--- src/rtl/mpmc11_pkg.sv ---
// Shared types for the mpmc11 memory controller: controller FSM states,
// response-counter states and default timing constants.
package mpmc11_pkg;

  typedef enum logic [3:0] {
    IDLE,
    PRESET1,
    PRESET2,
    PRESET3,
    ACTIVATE,
    READ,
    WRITE,
    PRECHARGE,
    REFRESH
  } mpmc11_state_t;

  typedef enum logic [2:0] {
    S_IDLE,
    S_ARMED,
    S_COLLECT,
    S_DONE,
    S_ERR
  } mpmc11_resp_state_t;

  localparam int MPMC11_RESP_TIMEOUT_DEF = 1023;

endpackage

--- src/rtl/mpmc11_resp_burst_cnt_watchdog.sv ---
// Beat-gap watchdog: counts idle cycles while running, restarts on clear,
// and flags expiry once TIMEOUT_CYCLES idle cycles have already elapsed.
module mpmc11_resp_watchdog #(
  parameter int TIMEOUT_CYCLES = 1023,
  parameter int TO_W           = 10
) (
  input  logic clk,
  input  logic rst,
  input  logic run,
  input  logic clear,
  output logic expire
);

  logic [TO_W-1:0] gap_q;

  assign expire = run && (gap_q == TO_W'(TIMEOUT_CYCLES));

  // NOTE: sequential state uses non-blocking assignments so every flop
  // samples the pre-edge values regardless of block ordering.
  always_ff @(posedge clk or posedge rst) begin
    if (rst) begin
      gap_q <= '0;
    end else if (clear) begin
      gap_q <= '0;
    end else if (!expire) begin
      gap_q <= gap_q + 1'b1;
    end
  end

endmodule

--- src/rtl/mpmc11_resp_burst_cnt.sv ---
// Read-response beat counter: strobes accepted beats into the response
// buffer, signals burst completion and flags surplus or missing beats.
import mpmc11_pkg::*;

module mpmc11_resp_burst_cnt #(
  parameter int TIMEOUT_CYCLES = MPMC11_RESP_TIMEOUT_DEF,
  parameter int TO_W           = 10
) (
  input  logic          clk,
  input  logic          rst,
  input  mpmc11_state_t state,
  input  logic          rw,
  input  logic [7:0]    burst_len,
  input  logic          rd_data_valid,
  output logic          resp_we,
  output logic [7:0]    resp_beat_adr,
  output logic [8:0]    resp_cnt,
  output logic          resp_done,
  output logic          resp_overflow,
  output logic          resp_timeout
);

  mpmc11_resp_state_t fsm_q, fsm_d;
  logic [7:0] len_q, len_d;
  logic [8:0] cnt_d;
  logic [7:0] adr_d;
  logic       we_d, done_d, ovf_d, to_d;
  logic       global_clr, wd_run, wd_clear, wd_expire;

  assign global_clr = (state == IDLE);
  assign wd_run     = !global_clr && ((fsm_q == S_ARMED) || (fsm_q == S_COLLECT));
  assign wd_clear   = !wd_run || rd_data_valid;

  mpmc11_resp_watchdog #(
    .TIMEOUT_CYCLES(TIMEOUT_CYCLES),
    .TO_W          (TO_W)
  ) u_watchdog (
    .clk   (clk),
    .rst   (rst),
    .run   (wd_run),
    .clear (wd_clear),
    .expire(wd_expire)
  );

  // NOTE: every next value defaults to its current value first, so no path
  // through the case leaves a signal unassigned and no latch is inferred.
  always_comb begin
    fsm_d  = fsm_q;
    len_d  = len_q;
    cnt_d  = resp_cnt;
    adr_d  = resp_beat_adr;
    we_d   = 1'b0;
    done_d = resp_done;
    ovf_d  = resp_overflow;
    to_d   = resp_timeout;
    if (global_clr) begin
      // Controller idle wins over everything, including a coincident beat.
      fsm_d  = S_IDLE;
      cnt_d  = '0;
      adr_d  = '0;
      done_d = 1'b0;
      ovf_d  = 1'b0;
      to_d   = 1'b0;
    end else begin
      unique case (fsm_q)
        S_IDLE: begin
          if (rd_data_valid) ovf_d = 1'b1;
          if ((state == PRESET3) && !rw) begin
            len_d = burst_len;
            fsm_d = S_ARMED;
          end
        end
        S_ARMED, S_COLLECT: begin
          if (rd_data_valid) begin
            we_d  = 1'b1;
            adr_d = resp_cnt[7:0];
            cnt_d = resp_cnt + 9'd1;
            if (resp_cnt == {1'b0, len_q}) begin
              fsm_d  = S_DONE;
              done_d = 1'b1;
            end else begin
              fsm_d = S_COLLECT;
            end
          end else if (wd_expire) begin
            fsm_d = S_ERR;
            to_d  = 1'b1;
          end
        end
        S_DONE: begin
          if (rd_data_valid) ovf_d = 1'b1;
        end
        default: ; // S_ERR: beats ignored until the controller idles
      endcase
    end
  end

  always_ff @(posedge clk or posedge rst) begin
    if (rst) begin
      fsm_q         <= S_IDLE;
      len_q         <= '0;
      resp_we       <= 1'b0;
      resp_beat_adr <= '0;
      resp_cnt      <= '0;
      resp_done     <= 1'b0;
      resp_overflow <= 1'b0;
      resp_timeout  <= 1'b0;
    end else begin
      fsm_q         <= fsm_d;
      len_q         <= len_d;
      resp_we       <= we_d;
      resp_beat_adr <= adr_d;
      resp_cnt      <= cnt_d;
      resp_done     <= done_d;
      resp_overflow <= ovf_d;
      resp_timeout  <= to_d;
    end
  end

endmodule

--- config.mk ---
export PLATFORM = sky130hd
export DESIGN_NAME = mpmc11_resp_burst_cnt
export DESIGN_NICKNAME = d
export VERILOG_FILES = /design/src/rtl/mpmc11_pkg.sv /design/src/rtl/mpmc11_resp_burst_cnt_watchdog.sv /design/src/rtl/mpmc11_resp_burst_cnt.sv
export SDC_FILE = /design/constraint.sdc
export NUM_CORES = 1
export LEC_CHECK = 0
export ABC_AREA = 1
export ABC_CLOCK_PERIOD_IN_PS = 3970
export BUFFER_PORTS_ARGS = -buffer_cell sky130_fd_sc_hd__buf_2
export CAP_MARGIN = 40
export CORE_AREA = 10 10 91 69
export DETAILED_ROUTE_END_ITERATION = 7
export DIE_AREA = 0 0 101 79
export PLACE_DENSITY = 0.71
export SLEW_MARGIN = 20
export SYNTH_ARGS = -nofsm -noshare
export SYNTH_HDL_FRONTEND = slang
export SYNTH_SLANG_ARGS = --single-unit
--- constraint.sdc ---
create_clock -name clk -period 3.97 [get_ports clk]
set_input_delay 0.1985 -clock clk [delete_from_list [all_inputs] [get_ports clk]]
set_output_delay 0.1985 -clock clk [all_outputs]
set_load 0.1 [all_outputs]
Word level (Yosys, flattened, before mapping)
Cells that the tools add are included.
Cells by class
  muxes and demuxes: 28
  eq/ne operators: 10
  bitwise gates (word level): 1
  add/subtract/negate cells: 2
  reductions and logical operators: 24
Operators by type and width (count)
  9-bit two-way mux: 3
  8-bit two-way mux: 3
  10-bit two-way mux: 2
  1-bit two-way mux: 15
  3-bit two-way mux: 4
  3-bit AND reduction: 4
  10-bit by 1-bit adder with 10-bit output, second input constant: 1
  10-bit equality test, second input constant: 1
  2-bit nonzero test: 5
  9-bit by 1-bit adder with 9-bit output, second input constant: 1
  9-bit by 8-bit equality test with 1-bit output: 1
  3-bit by 2-bit equality test with 1-bit output, second input constant: 2
  3-bit one-hot mux with 2 select lines: 1
  4-bit by 2-bit equality test with 1-bit output, second input constant: 1
  4-bit zero test: 1
  2-bit by 1-bit != test with 1-bit output, second input constant: 2
  4-bit by 3-bit != test with 1-bit output, second input constant: 1
  2-bit AND reduction: 2
  2-bit OR reduction: 2
  3-bit by 1-bit equality test with 1-bit output, second input constant: 1
  1-bit logical AND: 3
  1-bit zero test: 3
  3-bit zero test: 1
  3-bit != test, second input constant: 1
  3 further kinds: 4
Word-level totals
  word-level logic and storage cells: 74
  register bits: 42
  input bits: 16
  output and inout bits: 21

Logic depth before layout (Yosys ltp)
Gate-level depths: netlist (run 1).
  word-level depth: 8
  mapped depth: 10
  depth with buffers taken out: 10

By module
A second synthesis (run 1) with hierarchy kept.
Second synthesis, totals
  cells, all modules: 291
  area total of the unflattened synthesis: 2344.7 um2
By module, submodules not included
  mpmc11_resp_burst_cnt: sequential area each 800.8 um2, instances 1, cells an instance 212, area an instance 1701.6 um2
  mpmc11_resp_watchdog: sequential area each 250.2 um2, instances 1, cells an instance 79, area an instance 643.1 um2

Worst setup path before layout (run 1)
OpenSTA, ideal clock, no wires.
  path kind: flip-flop to flip-flop
  start point: register resp_cnt[0]
  end point: register resp_cnt[6]
  data required time: 3.846 ns
  setup slack: 1.969 ns
  data arrival time: 1.877 ns
  cell stages (with the launch flop): 9
  library setup time: 0.124 ns
  buffers on the path: 0
  clock period less this slack: 2.001 ns
  cell sequence: dfrtp_1 -> ha_1 -> nand3_1 -> inv_1 -> nand2_1 -> nor2_1 -> nand3_1 -> nand2_1 -> nor2_1
On the way
  longest elaborated chain between the ends: 4
Ends and longest elaborated chain
  start: declaration: line mpmc11_resp_burst_cnt.sv:17  | output logic [8:0] resp_cnt,
  start signal: assignment: line mpmc11_resp_burst_cnt.sv:112  | resp_cnt <= cnt_d;
  9-bit by 1-bit adder with 9-bit output: line mpmc11_resp_burst_cnt.sv:77  | cnt_d = resp_cnt + 9'd1;
  9-bit two-way mux: line mpmc11_resp_burst_cnt.sv:74  | if (rd_data_valid) begin
  9-bit two-way mux: line mpmc11_resp_burst_cnt.sv:65  | unique case (fsm_q)
  9-bit two-way mux: line mpmc11_resp_burst_cnt.sv:56  | if (global_clr) begin
Every way passes these cells. The select of a mux whose other input is x is not followed.
A chain may end at the register's enable or synchronous reset.

Worst setup path after layout (run 1)
  start point: register fsm_q[0]
  end point: register u_watchdog.gap_q[2]
On the way
  longest elaborated chain between the ends: 6
  elaborated cells on any way between the ends: 9
  classes of those cells: eq/ne (3); mux (1); reduce/logical (5)
Ends and longest elaborated chain
  start: declaration: line mpmc11_resp_burst_cnt.sv:23  | mpmc11_resp_state_t fsm_q, fsm_d;
  start signal: assignment: line mpmc11_resp_burst_cnt.sv:108  | fsm_q <= fsm_d;
  3-bit by 1-bit equality test with 1-bit output or 3-bit by 2-bit equality test with 1-bit output (tied branches): line mpmc11_resp_burst_cnt.sv:31  | assign wd_run = !global_clr && ((fsm_q == S_ARMED) || (fsm_q == S_COLLECT));
  1-bit logical OR *: line mpmc11_resp_burst_cnt.sv:31
  1-bit logical AND *: line mpmc11_resp_burst_cnt.sv:31
  1-bit zero test: line mpmc11_resp_burst_cnt.sv:32  | assign wd_clear = !wd_run || rd_data_valid;
  1-bit logical OR: line mpmc11_resp_burst_cnt.sv:32
  2-bit by 1-bit != test with 1-bit output (no line) or 10-bit two-way mux (tied branches)
  end signal: assignment: line mpmc11_resp_burst_cnt_watchdog.sv:26  | gap_q <= gap_q + 1'b1;
  end: declaration: line mpmc11_resp_burst_cnt_watchdog.sv:14  | logic [TO_W-1:0] gap_q;
Mark *: on every way between the ends. The rest lies on a longest branch, timed or not.

==> results of run 1 <==
cells in the mapped netlist (all sizes together):
library cell / count / area share, %
nand2: 81 / 15
dfrtp: 42 / 47
inv: 36 / 6.1
nand3: 25 / 6.1
nor2: 23 / 5.8
o21ai: 18 / 5.5
mux2: 8 / 4.0
buf: 4 / 1.7
nor3: 4 / 1.1
a21oi: 3 / 0.67
o22ai: 3 / 1.4
or2: 3 / 0.84
xnor2: 3 / 1.2
xor2: 3 / 1.2
ha: 2 / 1.1
nand3b: 2 / 0.67
nand4: 1 / 0.28
worst paths after layout:
path	end	slack (ns)	startpoint	cells past startpoint
worst max-delay path	u_watchdog.gap_q[2]$_DFFE_PP0P_	2.45	fsm_q[0]$_DFFE_PP0P_	7
worst min-delay path	len_q[4]$_DFFE_PP0P_	0.02	rst	3
worst max register to register	u_watchdog.gap_q[2]$_DFFE_PP0P_	2.45	fsm_q[0]$_DFFE_PP0P_	7
worst min register to register	resp_overflow$_DFFE_PP0P_	0.49	resp_overflow$_DFFE_PP0P_	2
max in group asynchronous	len_q[6]$_DFFE_PP0P_	3.58	rst	3
min in group clk	len_q[5]$_DFFE_PP0P_	0.13	burst_len[5]	2
worst max-delay path: cells and delay by family, from the launching register on:
| kind | cells | cell delay, ns |
|---|---|---|
| simple gates | 6 | 0.94 |
| flops | 1 | 0.42 |
| buf+inv | 1 | 0.08 |
power by group:
group | internal (mW) | switching, mW
logic | 0.238 | 0.856
clock network | 0.188 | 0.151
registers | 0.551 | 0.101
total | 0.977 | 1.11
layer usage:
metal / up-vias / part of all wire [%] / GRT usage [%] / wire length [um]
li1: 902 / - / - / -
met1: 796 / 51 / 18.5 / 2400
met2: 41 / 42 / 16.6 / 2010
met3: 2 / 6.1 / 3.55 / 291
met4: 0 / 0.84 / 4.17 / 40
met5: - / 0 / 0 / 0
stage by stage:
| stage | util, % | std cells |
|---|---|---|
| finish | 55.7 | 359 |
| global route | 55.7 | 359 |
| CTS | 55.7 | 359 |
| detailed placement | 53.3 | 351 |
| global placement | 53.3 | 351 |
| floorplan | - | 261 |
sequential cells by signal, summed over array words and instances, names as in the netlist:
register / cells
u_watchdog.gap_q: 10
resp_cnt: 9
len_q: 8
resp_beat_adr: 8
fsm_q: 3
resp_done: 1
resp_overflow: 1
resp_timeout: 1
resp_we: 1
cells by family (layout without fill, tap and decap cells):
kind of cell               count (synthesis)  count (layout)  synth area share [%]
and+or+nand+nor                          139             139                  30.0
DFF                                       42              42                  47.1
buffers and inverters                     40              81                  7.79
AOI/OAI and AO/OA                         24              24                  7.62
muxes                                      8               8                  4.04
xor gates and xnor gates                   6               6                  2.35
adders and majority gates                  2               2                  1.12
area by class of cell:
type	instances	area (sq um)	area share, %
well taps	57	71.3	2.78
multi-input cells	179	1010	39.3
inverters	36	135	5.27
flip-flops and latches	42	1050	41.0
clock buffers	6	72.6	2.83
clock inverters	2	37.5	1.46
repair buffers	37	188	7.32
placed cells by master (no fill, tap or decap), types with 5 or more instances in the layout:
cell type and n:
nand2_2 8, inv_1 32, nor2_1 17, o21ai_2 9, nand2_1 71, dfrtp_1 42
o21ai_0 5, mux2_2 8, nand3_1 23, buf_2 36, clkbuf_8 5
==> metrics.md, run 1 <==
| Metric | Value |
|---|---|
| CTS tree | yes |
| CP most frequent cell | nand2_2 |
| Post-DRT Antenna Nets | 0 |
| Slew margin rel. | 64.1% |
| Drt drc | 0 |
| Pre-CTS WS | 2.45 ns |
| Cts hold-fix bufs | 0 |
| Skew final | 0.0103 ns |
| 1st-pass router iterations | 4 |
| Number of port buffers | 36 |
| Final instance area | 0.00256 sq mm |
| Area of the mapped netlist | 0.00223 sq mm |
| CP Class | reg2reg |
| Core Rows | 21 |
| Routed vias | around 1,700 |
| Antenna Cells | 0 |
| Status | completed |
| Clock latency on the worst-skew pair | roughly 0.30 ns |
| YS warnings | 0 |
| Final hold viol count | 0 |
| CP required | 4.20 ns |
| Ports | 37 |
| Power Total | around 2.1 mW |
| CP startpoint kind | flop |
| Synth-to-layout area growth | 14.8% |
| Cts repair resizes | 0 |
| Root buf cell | clkbuf_8 |
| CTS max path bufs | 2 |
| Largest net degree at the start of global routing | 43 |
| DP Area | 0.00245 sq mm |
| Final setup viols | 0 |
| Worst Path Arrival | 1.75 ns |
| Mapped Cells | between 200 and 300 |
| Nets | 319 |
| Max Cap Viol | 0 |
| Die area | 0.00798 sq mm |
| Vias in the first global route | 1,701 |
| Post-Syn Nets | around 280 |
| Setup slack after layout | 2.45 ns |
| Core Area | 0.00460 sq mm |
| Pins over their slew limit | 0 |
| Final period utilization | a little under two fifths |
| Sequential share of the synthesized area | 47.1% |
| Grt ovf | 0 |
| CTS buffer count | 5 |
| FF+latch count, synth | between 40 and 50 |
| Slowest stage delay, CP | ~0.42 ns |
| Clock-pin slew on the worst setup and hold paths | 0.08 ns |
| RSZ-0062 raised after global routing | no |
| RD Place Congestion | 0.842 |
| Postcts setup bufs | 0 |
| CP Capture Type | flop |
| Initial Utilization | 48.5% |
| TNS Setup | 0 ns |
| Distinct cell type count after synthesis | 29 |
| Drt wl/cell | 13.2 um |
| Leakage | 1.38 nW |
| Iter 0 DRT Violations | 120 |
| Initial antenna violation count | 0 |
| Global-route wire length before repair | roughly 8200 um |
| Slowest cell on crit path | dfrtp_1 |
| Chip Height | about 79 um |
| Final Critical Period | roughly 1.5 ns |
| Fill cells | 428 |
| Number of H-tree levels | 2 |
| Post-DP HPWL | around 3600 um |
| DR vias/cell | between 4 and 5 |
| Worst Hold Class | in2async |
| Overall Global Routing Usage | 12.5% |
| Hold_ws | between 0.015 and 0.02 ns |
| Cell Chain, Critical Path | inv_1 > nand3_1 > nand2_2 > nand2_2 > nor2_4 > nand2_2 > nand2_1 |
| PwrDens | 814 mW/mm^2 |
| WL final | 4750 um |
| Mean Syn Cell Area | 8.55 sq um |
| Layout cells sized above 1 | 29.5% |
| Least-Margin Pin Slew | 0.539 ns |
| Worst-path fanout max | 11 |
| Max Freq | between 600 and 700 MHz |
| DIE WIDTH | just over 100 um |
| Maximum VDD drop | 0.490 mV |
| Clk sinks | 42 |
(Power assumes the default switching activity.)
==> run 2, diff against run 1 <==
- ABC_AREA: 1 -> 0
- ABC_CLOCK_PERIOD_IN_PS: 3970 -> 1220
- CORE_AREA: 10 10 91 69 -> 10 10 88 67
- DIE_AREA: 0 0 101 79 -> 0 0 98 77
- PLACE_DENSITY: 0.71 -> 0.73
- clock period: 3.97 -> 1.22 ns (I/O delays scaled with it)
==> metrics.md, run 2 <==
| Metric | Value |
|---|---|
| Area contributors post-synth | dfrtp_1 53%, xnor2_1 6.1%, nand2_1 5.6%, a21oi_1 5.0%, mux2_2 4.5% |
| R2R Path End | u_watchdog.gap_q[7]$_DFFE_PP0P_ |
| Layout cells sized above 1 | 58.9% |
| DR vias/cell | 5.57 |
| CTS max path bufs | 2 |
| Root buf cell | clkbuf_8 |
| Top cell type's share of synthesized area | 52.5% |
| 1st-pass router iterations | 4 |
| Fill cells | about 220 |
| Status | finished, violations left |
| Area of the mapped netlist | 0.00200 sq mm |
| Area of the multi-input gates | 0.00119 sq mm |
| Leakage | 1.47 nW |
| Maximum VDD drop | roughly 1.9 mV |
| Synth cell count leaders | 42 x dfrtp_1, 30 x nand2_1, 20 x a21oi_1 |
| Initial Utilization | 47.3% |
| Core Rows | 20 |
| Commonest non-fill, non-tap cell in the layout | buf_4 |
| CP Capture Type | flop |
| Clock-pin slew on the worst setup and hold paths | ~0.08 ns |
| RSZ-0062 raised after global routing | yes |
| Number of H-tree levels | 2 |
| Clock latency on the worst-skew pair | ~0.30 ns |
| Max FFs per register | 10 |
| Failing checks | negative setup slack |
| Nets | about 320 |
| Slew margin rel. | 67.1% |
| RD Place Congestion | 0.789 |
| CP startpoint kind | flop |
| Distinct cell type count after synthesis | 38 |
| Drt wl/cell | between 15 and 20 um |
| Pins over their slew limit | 0 |
| Post-DP HPWL | roughly 4000 um |
| Crit path launch | fsm_q[1]$_DFFE_PP0P_ |
| Commonest non-fill, non-tap cells in the layout | 40 x buf_4, 30 x dfrtp_1, 27 x buf_2 |
| Post-synth EDFFs | 0 |
| Vias in the first global route | between 1,500 and 2,000 |
| Routed vias | just under 2,000 |
| Overall Global Routing Usage | between 10% and 20% |
| Critical path capture point | u_watchdog.gap_q[7]$_DFFE_PP0P_ |
| CP Class | reg2reg |
| Die area | between 0.007 and 0.008 sq mm |
| Max Freq | slightly above 600 MHz |
| Final Critical Period | 1.64 ns |
| Post-Syn Nets | 215 |
| Post-DRT Antenna Nets | 0 |
| Worst-path fanout max | 4 |
| DP Area | around 0.0029 sq mm |
| Power Total | 7.25 mW |
| Worst Hold Class | in2reg |
| PwrDens | about 2200 mW/mm^2 |
| Sequential share of the synthesized area | 52.5% |
| Mean Syn Cell Area | 10.2 sq um |
| Max Cap Viol | 0 |
| Chip Height | 77 um |
| Final period utilization | 134% |
| WL final | 6170 um |
| Cells on worst reg2reg path | 4 |
| Reg2reg setup slack | -0.42 ns |
| DIE WIDTH | 98 um |
| Core Area | 0.00423 sq mm |
| Number of port buffers | 36 |
| Skew final | 0.00861 ns |
| Iter 0 DRT Violations | 112 |
| Synth-to-layout area growth | 67.9% |
| Clk sinks | 42 |
| Reg-to-Reg Start | fsm_q[1]$_DFFE_PP0P_ |
| Setup slack after layout | -0.419 ns |
| YS warnings | 0 |
| Ports | 37 |
| Storage element area | approximately 0.0011 sq mm |
| CTS tree | yes |
| Antenna Cells | 0 |
| Least-Margin Pin Slew | slightly below 0.5 ns |
| Final instance area | about 0.0034 sq mm |
| TNS Setup | -11.21 ns |
| Top FF cell, synth | dfrtp_1 |
| Area leader, netlist | dfrtp_1 |
| Drt drc | 0 |
| Final setup viols | 42 |
| Post-synth ARST share | 100% |
| Most flops, register | u_watchdog.gap_q |
| Top-count cell post-synth | dfrtp_1 |
| FF+latch count, synth | between 40 and 50 |
| Largest net degree at the start of global routing | 43 |
| Initial antenna violation count | 0 |
| Grt ovf | 0 |
| Worst Path Arrival | approximately 1.9 ns |
| Global-route wire length before repair | 9500 um |
| Final hold viol count | 0 |
| Mapped Cells | 197 |
| Top Registers | u_watchdog.gap_q: 10 flops, resp_cnt: 9 flops |
| CTS buffer count | 5 |
| CP required | roughly 1.4 ns |
==> run 2: worst max-delay path, cell delays in order (launching register included) <==
cell and delay [ns]:
dfrtp_2 0.48, xnor2_4 0.17, or4_4 0.50, a2111o_1 0.30
o21ai_1 0.11
==> run 2: cells by family after synthesis <==
kind of cell,share of synthesized area (%)
flops,52.5
mux,4.50
fa+ha+maj,1.25
buf+inv,2.13
compound gates,13.1
xor+xnor,7.44
simple gates,19.0
==> run 2: final cells by class <==
| class | instances | area share (%) |
|---|---|---|
| multi-input combinational | 145 | 35.6 |
| sequential | 42 | 32.3 |
| timing repair buffer | 100 | 26.3 |
| clock buffer | 5 | 2.05 |
| tap | 55 | 2.05 |
| clock inverter | 3 | 1.19 |
| inverter | 4 | 0.447 |
==> run 2: power by group <==
part | switching (mW) | leakage (nW) | internal, mW
Combinational | 2.45 | 0.873 | 1.67
Clock | 0.489 | 0.0579 | 0.603
Sequential | 0.307 | 0.543 | 1.73
Total | 3.25 | 1.47 | 4.00
==> run 2: metal layers <==
metal  GRT usage, %  share of wire [%]
met1           20.5                 45
met2           23.4                 47
met3           3.40                6.7
met4           4.78               0.92
met5              0                  0
==> run 2: how the worst min path moves through the flow <==
stage / endpoint / cells past startpoint / from
4_1_cts: len_q[0]$_DFFE_PP0P_ / 2 / burst_len[0]
2_1_floorplan: len_q[7]$_DFFE_PP0P_ / 1 / burst_len[7]
3_5_place_dp: resp_beat_adr[4]$_DFFE_PP0P_ / 3 / rst
6_report: len_q[0]$_DFFE_PP0P_ / 2 / burst_len[0]
5_1_grt: len_q[6]$_DFFE_PP0P_ / 2 / burst_len[6]
3_3_place_gp: resp_beat_adr[4]$_DFFE_PP0P_ / 3 / rst
==> run 2: repair_timing <==
action	4_1_cts	5_1_grt
buffers inserted	3	6
resized for setup	21	37
pin swaps	22	21
endpoints found under the hold margin	46	0
hold buffers	5	0
cloned	2	0
endpoints found under the setup margin	43	47
==> run 2: per-stage QoR <==
step	instances	setup WS [ns]	hold slack [ns]	util [%]
floorplan	197	-0.496	0.211	-
global placement	330	-0.353	0.138	68.5
detailed placement	330	-0.457	0.137	68.5
CTS	348	-0.354	0.00109	75.1
global route	354	-0.483	0.00144	79.4
finish	354	-0.419	0.00454	79.4
==> run 3, diff against run 2 <==
- CORE_AREA: 10 10 88 67 -> 2 2 80 59
- DIE_AREA: 0 0 98 77 -> 0 0 82 61
- PLACE_DENSITY: 0.73 -> 0.8
==> metrics.md, run 3 (synthesis results as in run 2) <==
| Metric | Value |
|---|---|
| Status | finished, violations left |
| Failing checks | negative setup slack |
| Post-DP HPWL | between 3000 and 4000 um |
| Chip Height | 61 um |
| Reg2reg setup slack | -0.43 ns |
| DR vias/cell | 5.69 |
| CP Class | reg2reg |
| Least-Margin Pin Slew | 0.509 ns |
| Clock latency on the worst-skew pair | 0.31 ns |
| Pins over their slew limit | 0 |
| Root buf cell | clkbuf_8 |
| Clk sinks | 42 |
| Pre-CTS WS | -0.454 ns |
| Hold endpoint | len_q[3]$_DFFE_PP0P_ |
| CP Capture Type | flop |
| R2R Path End | u_watchdog.gap_q[7]$_DFFE_PP0P_ |
| Initial Utilization | 47.6% |
| Worst Hold Class | in2reg |
| CTS max path bufs | 2 |
| CP bufs+invs | 0 |
| Final hold viol count | 0 |
| Max Freq | 607 MHz |
| 1st-pass router iterations | 4 |
| Most flops, register | u_watchdog.gap_q |
| Overall Global Routing Usage | 25.5% |
| PwrDens | between 2000 and 2500 mW/mm^2 |
| CP startpoint kind | flop |
| Routed vias | around 2,000 |
| Commonest non-fill, non-tap cells in the layout | 40 x buf_4, 30 x dfrtp_1, 28 x buf_2 |
| Met3 Track Usage GR | 4.76% |
| Synth-to-layout area growth | 64.6% |
| Clock-pin slew on the worst setup and hold paths | ~0.1 ns |
| RSZ-0062 raised after global routing | yes |
| Global-route wire length before repair | around 9300 um |
| Grt ovf | 0 |
| Cells on worst reg2reg path | 4 |
| CTS tree | yes |
| Final period utilization | 135% |
| Post-DRT Antenna Nets | 0 |
| Slowest stage delay, CP | about 0.52 ns |
| Worst-path fanout max | 4 |
| Top Registers | u_watchdog.gap_q: 10 flops, resp_cnt: 9 flops |
| Power Total | 7.28 mW |
| CTS buffer count | 5 |
| Commonest non-fill, non-tap cell in the layout | buf_4 |
| Number of port buffers | 36 |
| Die area | 0.00500 sq mm |
| Hold_sp | burst_len[3] |
| Cell Count, Final, Fillers Out | 350 |
| Final Critical Period | 1.65 ns |
| Hold_ws | 0.00613 ns |
| Nets | about 310 |
| Reg-to-Reg Start | fsm_q[1]$_DFFE_PP0P_ |
| DIE WIDTH | 82 um |
| Worst Path Arrival | 1.87 ns |
| Hold Path Cell Cnt | 2 |
| Maximum VDD drop | 2.10 mV |
| Max FFs per register | 10 |
| Met2 GRT Util | 40.5% |
| Antenna Cells | 0 |
| Iter 0 DRT Violations | 130 |
| Leakage | 1.44 nW |
| Worst path top cell family by delay | simple AND/OR/NAND/NOR gates |
| Cell Chain, Critical Path | xnor2_4 > or4_4 > a2111o_1 > o21ai_1 |
| Inst Count DP | 328 |
| Initial antenna violation count | 0 |
| Slowest cell on crit path | or4_4 |
| Drt drc | 0 |
| Max Cap Viol | 0 |
| Setup slack after layout | -0.429 ns |
| Largest net degree at the start of global routing | 43 |
| Final instance area | between 0.003 and 0.004 sq mm |
| Number of H-tree levels | 2 |
| M1 GR Usage | a little over a third |
| RD Place Congestion | between 0.8 and 0.9 |
| Ports | 37 |
| Final core occ | 78.3% |
| CP required | between 1 and 1.5 ns |
| WL final | about 6300 um |
| Top Usage Layer GRT | met2 |
| Drt wl/cell | about 18 um |
| DP Area | 0.00288 sq mm |
| Layout cells sized above 1 | 56.3% |
| Vias in the first global route | 1,894 |
| Final setup viols | 43 |
| TNS Setup | -12.60 ns |
| Core Area | 0.00420 sq mm |
| Skew final | 0.0164 ns |
| Slew margin rel. | 66.3% |
| Core Rows | 20 |
## run 3: worst max path at each step
stage / startpoint / end / depth (start not counted)
2_1_floorplan: resp_cnt[3]$_DFFE_PP0P_ / resp_cnt[6]$_DFFE_PP0P_ / 4
3_3_place_gp: fsm_q[1]$_DFFE_PP0P_ / u_watchdog.gap_q[7]$_DFFE_PP0P_ / 4
3_5_place_dp: fsm_q[0]$_DFFE_PP0P_ / resp_cnt[8]$_DFFE_PP0P_ / 4
4_1_cts: fsm_q[1]$_DFFE_PP0P_ / u_watchdog.gap_q[7]$_DFFE_PP0P_ / 4
5_1_grt: fsm_q[2]$_DFFE_PP0P_ / len_q[3]$_DFFE_PP0P_ / 5
6_report: fsm_q[1]$_DFFE_PP0P_ / u_watchdog.gap_q[7]$_DFFE_PP0P_ / 4
## run 3: power by group
part / internal, mW / total, mW / leakage [nW] / switching, mW
sequential: 1.73 / 2.04 / 0.543 / 0.315
clock: 0.609 / 1.13 / 0.0504 / 0.522
combinational: 1.64 / 4.11 / 0.847 / 2.47
## run 3: final cells by class
class,instances,area [sq um]
Timing Repair Buffer,96,836
Sequential cell,42,1090
Tap cell,55,68.8
Fill cell,246,911
Inverter,4,15.0
Multi-Input combinational cell,145,1170
Clock inverter,3,45.0
Clock buffer,5,68.8
## run 3: repair_timing
| action | in CTS | in global routing |
|---|---|---|
| gates cloned | 1 | 0 |
| setup endpoints to repair | 44 | 47 |
| endpoints found under the hold margin | 47 | 0 |
| resized for setup | 22 | 25 |
| buffers inserted | 2 | 7 |
| hold buffers | 6 | 0 |
| pin swaps | 21 | 13 |
## run 3: layer usage
| metal | share of wire, % | routed length (um) |
|---|---|---|
| met1 | 43 | 2740 |
| met2 | 48 | 3010 |
| met3 | 6.5 | 406 |
| met4 | 2.3 | 143 |
| met5 | 0 | 0 |
